`config.mk`:
```
export PLATFORM = sky130hd
export DESIGN_NAME = dmem_arbiter
export DESIGN_NICKNAME = d
export VERILOG_FILES = /design/src/rtl/dmem_arbiter.sv
export SDC_FILE = /design/constraint.sdc
export NUM_CORES = 1
export LEC_CHECK = 0
export ABC_AREA = 1
export CAP_MARGIN = 0
export CORE_UTILIZATION = 40
export CTS_BUF_LIST = sky130_fd_sc_hd__clkbuf_8
export DETAILED_ROUTE_END_ITERATION = 8
export PLACE_DENSITY = 0.88
export SLEW_MARGIN = 40
export SYNTH_ARGS = -nofsm -noshare
export SYNTH_HDL_FRONTEND = slang
export SYNTH_SLANG_ARGS = --single-unit
export TNS_END_PERCENT = 10
```
`constraint.sdc`:
```
create_clock -name clk -period 1.7 [get_ports clk]
set_clock_uncertainty 0.05 [all_clocks]
set_input_delay 0.34 -clock clk [delete_from_list [all_inputs] [get_ports clk]]
set_output_delay 0.34 -clock clk [all_outputs]
set_load 0.01 [all_outputs]
```
`src/rtl/dmem_arbiter.sv`:
```
// Two-requester arbiter for the single-port byte-wide data memory.
// Requester 0 is the CPU LSU; requester 1 is the text writer, confined to the display window.
module dmem_arbiter #(
  parameter int ADDR_W     = 32,
  parameter int DATA_W     = 8,
  parameter int CHAR_WORDS = 18,
  parameter bit RR         = 1'b1
) (
  input  logic              clk,
  input  logic              rst_n,
  input  logic              req0,
  input  logic              we0,
  input  logic [ADDR_W-1:0] addr0,
  input  logic [DATA_W-1:0] wdata0,
  input  logic              req1,
  input  logic              we1,
  input  logic [ADDR_W-1:0] addr1,
  input  logic [DATA_W-1:0] wdata1,
  output logic              rdy0,
  output logic              rdy1,
  output logic              done0,
  output logic              done1,
  output logic [DATA_W-1:0] rdata0,
  output logic [DATA_W-1:0] rdata1,
  output logic              err1,
  output logic              mem_we,
  output logic [ADDR_W-1:0] mem_a,
  output logic [DATA_W-1:0] mem_wd,
  input  logic [DATA_W-1:0] mem_rd
);

  typedef enum logic {IDLE, ACCESS} state_t;

  localparam logic [ADDR_W-3:0] CHAR_LIM = (ADDR_W-2)'(CHAR_WORDS);

  state_t            state_q, state_d;
  logic              last_gnt_q, last_gnt_d;
  logic              id_q, id_d;
  logic              we_q, we_d;
  logic              blk_q, blk_d;
  logic [ADDR_W-1:0] addr_q, addr_d;
  logic [DATA_W-1:0] wdata_q, wdata_d;
  logic              done0_q, done0_d, done1_q, done1_d;
  logic              err1_q, err1_d;
  logic [DATA_W-1:0] rdata0_q, rdata0_d, rdata1_q, rdata1_d;
  logic              sel;

  always_comb begin
    // Tie goes to the requester that did not win last (RR) or always to 0.
    if (req0 && req1) sel = RR ? ~last_gnt_q : 1'b0;
    else              sel = req1;
    rdy0 = (state_q == IDLE) && req0 && !sel;
    rdy1 = (state_q == IDLE) && req1 &&  sel;

    state_d    = state_q;
    last_gnt_d = last_gnt_q;
    id_d       = id_q;
    we_d       = we_q;
    blk_d      = blk_q;
    addr_d     = addr_q;
    wdata_d    = wdata_q;
    rdata0_d   = rdata0_q;
    rdata1_d   = rdata1_q;
    done0_d    = 1'b0;
    done1_d    = 1'b0;
    err1_d     = 1'b0;

    case (state_q)
      IDLE: begin
        if (rdy0 || rdy1) begin
          id_d       = sel;
          we_d       = sel ? we1    : we0;
          addr_d     = sel ? addr1  : addr0;
          wdata_d    = sel ? wdata1 : wdata0;
          blk_d      = sel && we1 && (addr1[ADDR_W-1:2] >= CHAR_LIM);
          last_gnt_d = sel;
          state_d    = ACCESS;
        end
      end
      ACCESS: begin
        state_d = IDLE;
        if (id_q) begin
          done1_d = 1'b1;
          err1_d  = blk_q;
          if (!we_q) rdata1_d = mem_rd;
        end else begin
          done0_d = 1'b1;
          if (!we_q) rdata0_d = mem_rd;
        end
      end
      default: state_d = IDLE;
    endcase
  end

  always_ff @(posedge clk or negedge rst_n) begin
    if (!rst_n) begin
      state_q    <= IDLE;
      last_gnt_q <= 1'b1;
      id_q       <= 1'b0;
      we_q       <= 1'b0;
      blk_q      <= 1'b0;
      addr_q     <= '0;
      wdata_q    <= '0;
      rdata0_q   <= '0;
      rdata1_q   <= '0;
      done0_q    <= 1'b0;
      done1_q    <= 1'b0;
      err1_q     <= 1'b0;
    end else begin
      state_q    <= state_d;
      last_gnt_q <= last_gnt_d;
      id_q       <= id_d;
      we_q       <= we_d;
      blk_q      <= blk_d;
      addr_q     <= addr_d;
      wdata_q    <= wdata_d;
      rdata0_q   <= rdata0_d;
      rdata1_q   <= rdata1_d;
      done0_q    <= done0_d;
      done1_q    <= done1_d;
      err1_q     <= err1_d;
    end
  end

  // Write enable is decoded from state so an async reset kills it at once.
  assign mem_we = (state_q == ACCESS) && we_q && !blk_q;
  assign mem_a  = addr_q;
  assign mem_wd = wdata_q;
  assign done0  = done0_q;
  assign done1  = done1_q;
  assign rdata0 = rdata0_q;
  assign rdata1 = rdata1_q;
  assign err1   = err1_q;

endmodule
```
* Yosys cells after proc, flatten, opt, wreduce, memory -nomap -nowiden
Cells that the tools add are included.
** Cells by class
- Magnitude comparators :: 1
- Mux-type cells :: 12
- Bitwise gates (word level) :: 4
- Reductions and logical operators :: 15
** Operators by type and width (count)
- $mux 32 :: 1
- $ge 30x5->1 const B :: 1
- $logic_and 1x1->1 :: 9
- $mux 1 :: 9
- $mux 8 :: 1
- $reduce_and 3->1 :: 2
- $not 1->1 :: 4
- $logic_not 1->1 :: 2
- $pmux 1 s2 :: 1
- $reduce_and 2->1 :: 1
- $logic_or 1x1->1 :: 1
** Word-level totals
- Register bits :: 64
- Bits of input ports :: 94
- Output and inout bits :: 62
- Word-level logic and storage cells :: 44

* Logic depth before layout (Yosys ltp)
Gate-level depths: netlist of the first run.
- Depth in word-level cells :: 7
- Depth in mapped cells :: 7

* Worst setup path before layout of the first run
OpenSTA, ideal clock, no wires.
- Kind :: reg-to-output
- Start point :: register last_gnt_q
- End point :: output rdy0
- Arrival time :: 1.068 ns
- Slack :: 0.242 ns
- Cell stages (with the launch flop) :: 6
- Path buffers :: 1
- Path through :: dfstp_2 nand2_1 nand2_2 inv_2 buf_2 nor2_1
** On the way
- Longest elaborated chain between the ends :: 4
** RTL lines
- start, declared :: line 37 : logic last_gnt_q, last_gnt_d;
- start signal, assigned :: line 111 : last_gnt_q <= last_gnt_d;
- $not 1->1 :: line 50 : if (req0 && req1) sel = RR ? ~last_gnt_q : 1'b0;
- $mux 1 :: line 50
- $logic_not 1->1 :: line 52 : rdy0 = (state_q == IDLE) && req0 && !sel;
- $logic_and 1x1->1 :: line 52
- end, declared :: line 19 : output logic rdy0,
Every way passes these cells.

* Worst setup path in the final report of the first run
- Start point :: register addr_q[12] (netlist: mem_a[12])
- End point :: output mem_a[12]
** RTL lines
- start, declared :: line 41 : logic [ADDR_W-1:0] addr_q, addr_d;
- start signal, assigned :: line 115 : addr_q <= addr_d;
- end, declared :: line 27 : output logic [ADDR_W-1:0] mem_a,
No word-level cell between the ends.

==> reports/metrics.cfg, run 1 <==
[run_status]
status=complete, no violations

[sta]
worst_slack_ps=54.2
rsz0062_at_grt=yes
fmax_mhz=608
drv_slew=0
finalHoldViolations=0
slew_headroom=0.563
period_needed_ps=1650
hold_slack_ps=436
setup_tns_ps=0
fin_crit_sh=0.968
finalSetupViolations=0
tightestPinTransition_ps=655

[detailed_routing]
final_antenna_net_count=0
drc=0
via_per_inst=4.91
routed-via-count=2926
dr.first_iter.drc_count=181
wl_per_cell_um=14.2
wirelength_um=8440
dr.pass1.iters=5

[placement]
pre_cts_ws_ps=-361
portBuffers=155
place_hpwl_um=6290
place_congestion=0.853
place_inst=579

[final_layout]
stdcell_count=596
area_delta_synth_final_pct=64.4
regArea_sq_um=1600
layout.nets=589
multi_input_area_sq_um=1090
fillers=561
n_antenna_cell=0
drive_gt1_frac=0.0960

[yosys]
synth.yosys.seq_area_share=0.558
syn-num-nets=432
ys_ff_latch=64
syn_inst=338
synth_area_sq_um=2870
ys_warn_count=0
synth_cell_types=19
avgSynthCellArea_sq_um=8.50

[clock_tree]
clk_latency_ps=320
numCtsBuffers=9
clkTransAtPathRegs_ps=70
cts_max_level=3
cts_tree=built
cts_root_buf=clkbuf_8
clkSinkCount=64
cts_buffer_depth=2

[critical_path]
worstRegToRegCells=7
required_ps=1310
critical_path_class=reg -> out
cp_cell_sequence=clkdlybuf4s50_1
start_kind=flop
critical_path_buf_inv_count=1
endpoint_kind=output port
cp.depth=1
crit_family=buffers and inverters
path_max_fanout=2
max_stage_delay_ps=570
cp_slowest_cell=clkdlybuf4s50_1
worstPathArrival_ps=1260

[die]
die_area_sq_um=7530
rows=30
start_util=0.418
io_pins=156
fp.dieH_um=86.8
fp.coreArea_sq_um=6870
fp.dieW_um=86.8

[power_and_ir_drop]
power_density_nw_per_um2=1230
power_w=0.00580
peakVddDrop_uv=656
leakagePower_nw=2.06

[global_route]
grt_max_degree=65
grt_pass1_vias=2937
grt_overflow=0
grt_pass1_wl_um=13800
grt_antenna_before_repair=0
grt_usage=0.235

[min_path]
hp-class=reg -> reg
min_path_cells=1

[job]
max_cap_viol_count=0

[registers in the layout (all words and copies together), names as in the netlist]
name,count
mem_wd,8
blk_q,1
done0,1
id_q,1
rdata0,8
err1,1
last_gnt_q,1
rdata1,8
done1,1
we_q,1
state_q,1
mem_a,32
[path summary, 6_finish.rpt]
check	start	endpoint	slack [ps]
worst max-delay path	mem_a[12]	mem_a[12]	50
worst min-delay path	id_q	done0	440
worst max register to register	last_gnt_q	blk_q	240
worst min register to register	id_q	done0	440
max in group asynchronous	rst_n	last_gnt_q	770
min in group asynchronous	rst_n	rdata0[3]	490
[timing repair]
item	4_1_cts	5_1_grt
gates resized for setup	8	7
endpoints found under the setup margin	3	3
endpoints found under the hold margin	63	0
pin swaps	0	1
hold buffers	1	0
setup buffers	0	0
[through the flow]
step	area (sq um)	util
final	4720	0.688
after CTS	4720	0.688
after global routing	4720	0.688
after floorplan	2870	-
after detailed placement	4520	0.658
after global placement	4520	0.658
[synthesized netlist by cell type (all sizes together)]
master,n,area (sq um)
nand2,116,443
dfrtp,63,1580
nor2,58,220
a31oi,40,250
buf,19,135
o21ai,18,120
inv,15,56.3
nand3,3,15.0
nor3,2,10.0
dfstp,1,26.3
o211ai,1,7.51
o21bai,1,7.51
or2,1,6.26
[layout by cell type (no fill, tap or decap)]
cell type / netlist / layout
a31oi_1: 40 / 40
buf_12: 0 / 4
buf_2: 12 / 3
buf_4: 1 / 5
bufinv_16: 0 / 1
clkbuf_2: 0 / 1
clkbuf_8: 0 / 10
clkdlybuf4s50_1: 0 / 151
clkinv_2: 0 / 4
clkinv_4: 0 / 1
dfrtp_1: 63 / 63
dfstp_2: 1 / 1
dlygate4sd3_1: 0 / 1
inv_1: 12 / 12
inv_2: 3 / 3
nand2_1: 113 / 112
nand2_2: 3 / 3
nand2_4: 0 / 1
nand3_1: 3 / 3
nor2_1: 57 / 56
nor2_2: 1 / 2
nor3_1: 2 / 2
o211ai_1: 1 / 1
o21ai_0: 10 / 10
o21ai_2: 8 / 8
o21bai_1: 1 / 1
or2_2: 1 / 1
[report_power, final]
group | internal [W] | leakage [nW] | switching (W) | total (W)
registers | 0.00199 | 0.748 | 0.000251 | 0.00224
logic | 0.00127 | 1.21 | 0.00100 | 0.00228
clock network | 0.000710 | 0.106 | 0.000577 | 0.00129
total | 0.00397 | 2.06 | 0.00183 | 0.00580
[area by class of cell]
class                      count  share of cell area
timing repair buffer         165               0.351
clock buffer                  10              0.0291
clock inverter                 6              0.0124
inverter                      15              0.0119
tap                           96              0.0254
sequential                    64               0.339
multi-input combinational    240               0.231
[cell families after synthesis]
logic type,after synthesis,synth area share
AND/OR/NAND/NOR,180,0.242
flip-flops,64,0.558
AO/OA/AOI/OAI,60,0.134
buffers and inverters,34,0.0666
[layer usage]
metal | GRT usage | routed length (um) | vias up
met5 | 0 | 0 | -
met4 | 0.103 | 231 | 0
met3 | 0.0476 | 532 | 19
met2 | 0.406 | 4270 | 114
met1 | 0.286 | 3410 | 1383
li1 | - | - | 1410
(Power assumes the default switching activity.)
==> run 2, diff against run 1 <==
--- a/config.mk
+++ b/config.mk
@@ -7,10 +7,10 @@
 export LEC_CHECK = 0
 export ABC_AREA = 1
 export CAP_MARGIN = 0
-export CORE_UTILIZATION = 40
+export CORE_UTILIZATION = 43
 export CTS_BUF_LIST = sky130_fd_sc_hd__clkbuf_8
 export DETAILED_ROUTE_END_ITERATION = 8
-export PLACE_DENSITY = 0.88
+export PLACE_DENSITY = 0.93
 export SLEW_MARGIN = 40
 export SYNTH_ARGS = -nofsm -noshare
 export SYNTH_HDL_FRONTEND = slang
==> constraint.sdc (replaced) <==
create_clock -name clk -period 1.9 [get_ports clk]
set_clock_uncertainty 0.05 [all_clocks]
set_input_delay 0.38 -clock clk [delete_from_list [all_inputs] [get_ports clk]]
set_output_delay 0.38 -clock clk [all_outputs]
set_load 0.01 [all_outputs]
==> run 2 against run 1 <==
  * First-iteration DRC count fell by 28%
  * Flip-flop and latch count did not move
  * Sequential power fell by 10%
  * Largest power group is now registers
  * Via count fell by 3.7%
  * The run now ends with hold timing left
  * Critical path depth rose by 5
==> reports/metrics.cfg, run 2 (synthesis gave the netlist of run 1 again) <==
[critical_path]
reg2reg_slack_ps=380
max_stage_delay_ps=490
cp_cell_sequence=clkdlybuf4s50_1 > nand2_1 > nand2_2 > inv_2 > nor2_1 > clkdlybuf4s15_1
crit_family=buffers and inverters
path_max_fanout=4
critical_path_buf_inv_count=3
cp_slowest_cell=clkdlybuf4s50_1
critical_path_class=in -> out
start_kind=primary input
required_ps=1470
worstPathArrival_ps=1410
endpoint_kind=output port

[detailed_routing]
via_per_inst=4.90
final_antenna_net_count=0
dr.first_iter.drc_count=130
wl_per_cell_um=13.7
routed-via-count=2818
wirelength_um=7870
drc=0
dr.pass1.iters=4

[final_layout]
multi_input_area_sq_um=1080
final_cell_mix=clkdlybuf4s50_1, nand2_1, dfrtp_1
area_delta_synth_final_pct=62.2
drive_gt1_frac=0.0843
regArea_sq_um=1600
stdcell_count=575
largest_reg_flops=32
final_core_util=0.730
n_antenna_cell=0
layout_commonest_cell=clkdlybuf4s50_1
fillers=488
layout.nets=587
final_cell_area_sq_um=4660

[power_and_ir_drop]
peakVddDrop_uv=943
leakagePower_nw=2.03
clockPowerShare=0.223
power_frac_comb=0.386
p_int_w=0.00350
switchingPower_w=0.00164
power_density_nw_per_um2=1100
pwr-share-seq=0.391
swShare=0.319

[sta]
drv_slew=0
period_needed_ps=1840
slew_headroom=0.575
finalHoldViolations=4
finalSetupViolations=0
worst_slack_ps=64.5
hold_slack_ps=-14.6
rsz0062_at_grt=no
fin_crit_sh=0.966
tightestPinTransition_ps=636
fmax_mhz=545

[job]
max_cap_viol_count=0

[die]
io_pins=156
start_util=0.450
fp.dieW_um=83.8
rows=29
die_area_sq_um=7010
fp.dieH_um=83.8
fp.coreArea_sq_um=6390

[global_route]
grt_pass1_wl_um=13100
grt_usage=0.235
grt_pass1_vias=2823
grt_overflow=0
grt_antenna_before_repair=0
grt_max_degree=65

[placement]
place_area_sq_um=4470
place_hpwl_um=5830
place_inst=559
place_congestion=0.813
portBuffers=155
pre_cts_ws_ps=-214

[clock_tree]
cts_tree=built
cts_max_level=3
clkTransAtPathRegs_ps=70
cts_buffer_depth=2
cts_root_buf=clkbuf_8
numCtsBuffers=9
clkSinkCount=64
clk_latency_ps=330

[min_path]
hp-class=in -> async

[run_status]
status=finished, violations left
failed_checks=hold timing

==> run 2: worst paths after layout <==
check,startpoint,endpoint,cells past startpoint
min reg2reg,id_q,done0,1
min,rst_n,mem_a[11],2
max reg2reg,state_q,mem_a[26],7
max,req0,rdy0,6
min in group clk,id_q,done0,1
max in group asynchronous,rst_n,last_gnt_q,2
==> run 2: area by class of cell <==
cell class              instances  share of cell area
clock buffers                   9              0.0266
clock inverters                 7              0.0156
inverters                      15              0.0121
multi-input cells             240               0.232
flip-flops and latches         64               0.344
well taps                      77              0.0207
repair buffers                163               0.350
==> run 2: power by group through the flow <==
stage,Sequential [W],Clock [W],Combinational (W)
floorplan,0.00220,0,0.000652
global placement,0.00201,0,0.00196
detailed placement,0.00204,0,0.00200
CTS,0.00201,0.00117,0.00201
global route,0.00206,0.00126,0.00215
finish,0.00201,0.00115,0.00198
==> run 2: metal layers <==
metal,vias to the layer above,wire length [um],GRT usage
li1,1405,-,-
met5,-,0,0
met4,0,185,0.106
met2,101,3910,0.402
met1,1296,3300,0.283
met3,16,477,0.0534
==> run 2: timing repair <==
action                                  4_1_cts  5_1_grt
hold buffers                                  0        0
buffers inserted                              0        0
pin swaps                                     0        0
endpoints found under the setup margin        3        1
gates resized for setup                       3        1
==> run 2: stage by stage <==
| stage | setup TNS (ps) | power [W] |
|---|---|---|
| after floorplan | 0 | 0.00285 |
| after CTS | 0 | 0.00519 |
| after detailed placement | -657 | 0.00404 |
| after global placement | -285 | 0.00397 |
| after global routing | 0 | 0.00547 |
| final | 0 | 0.00514 |
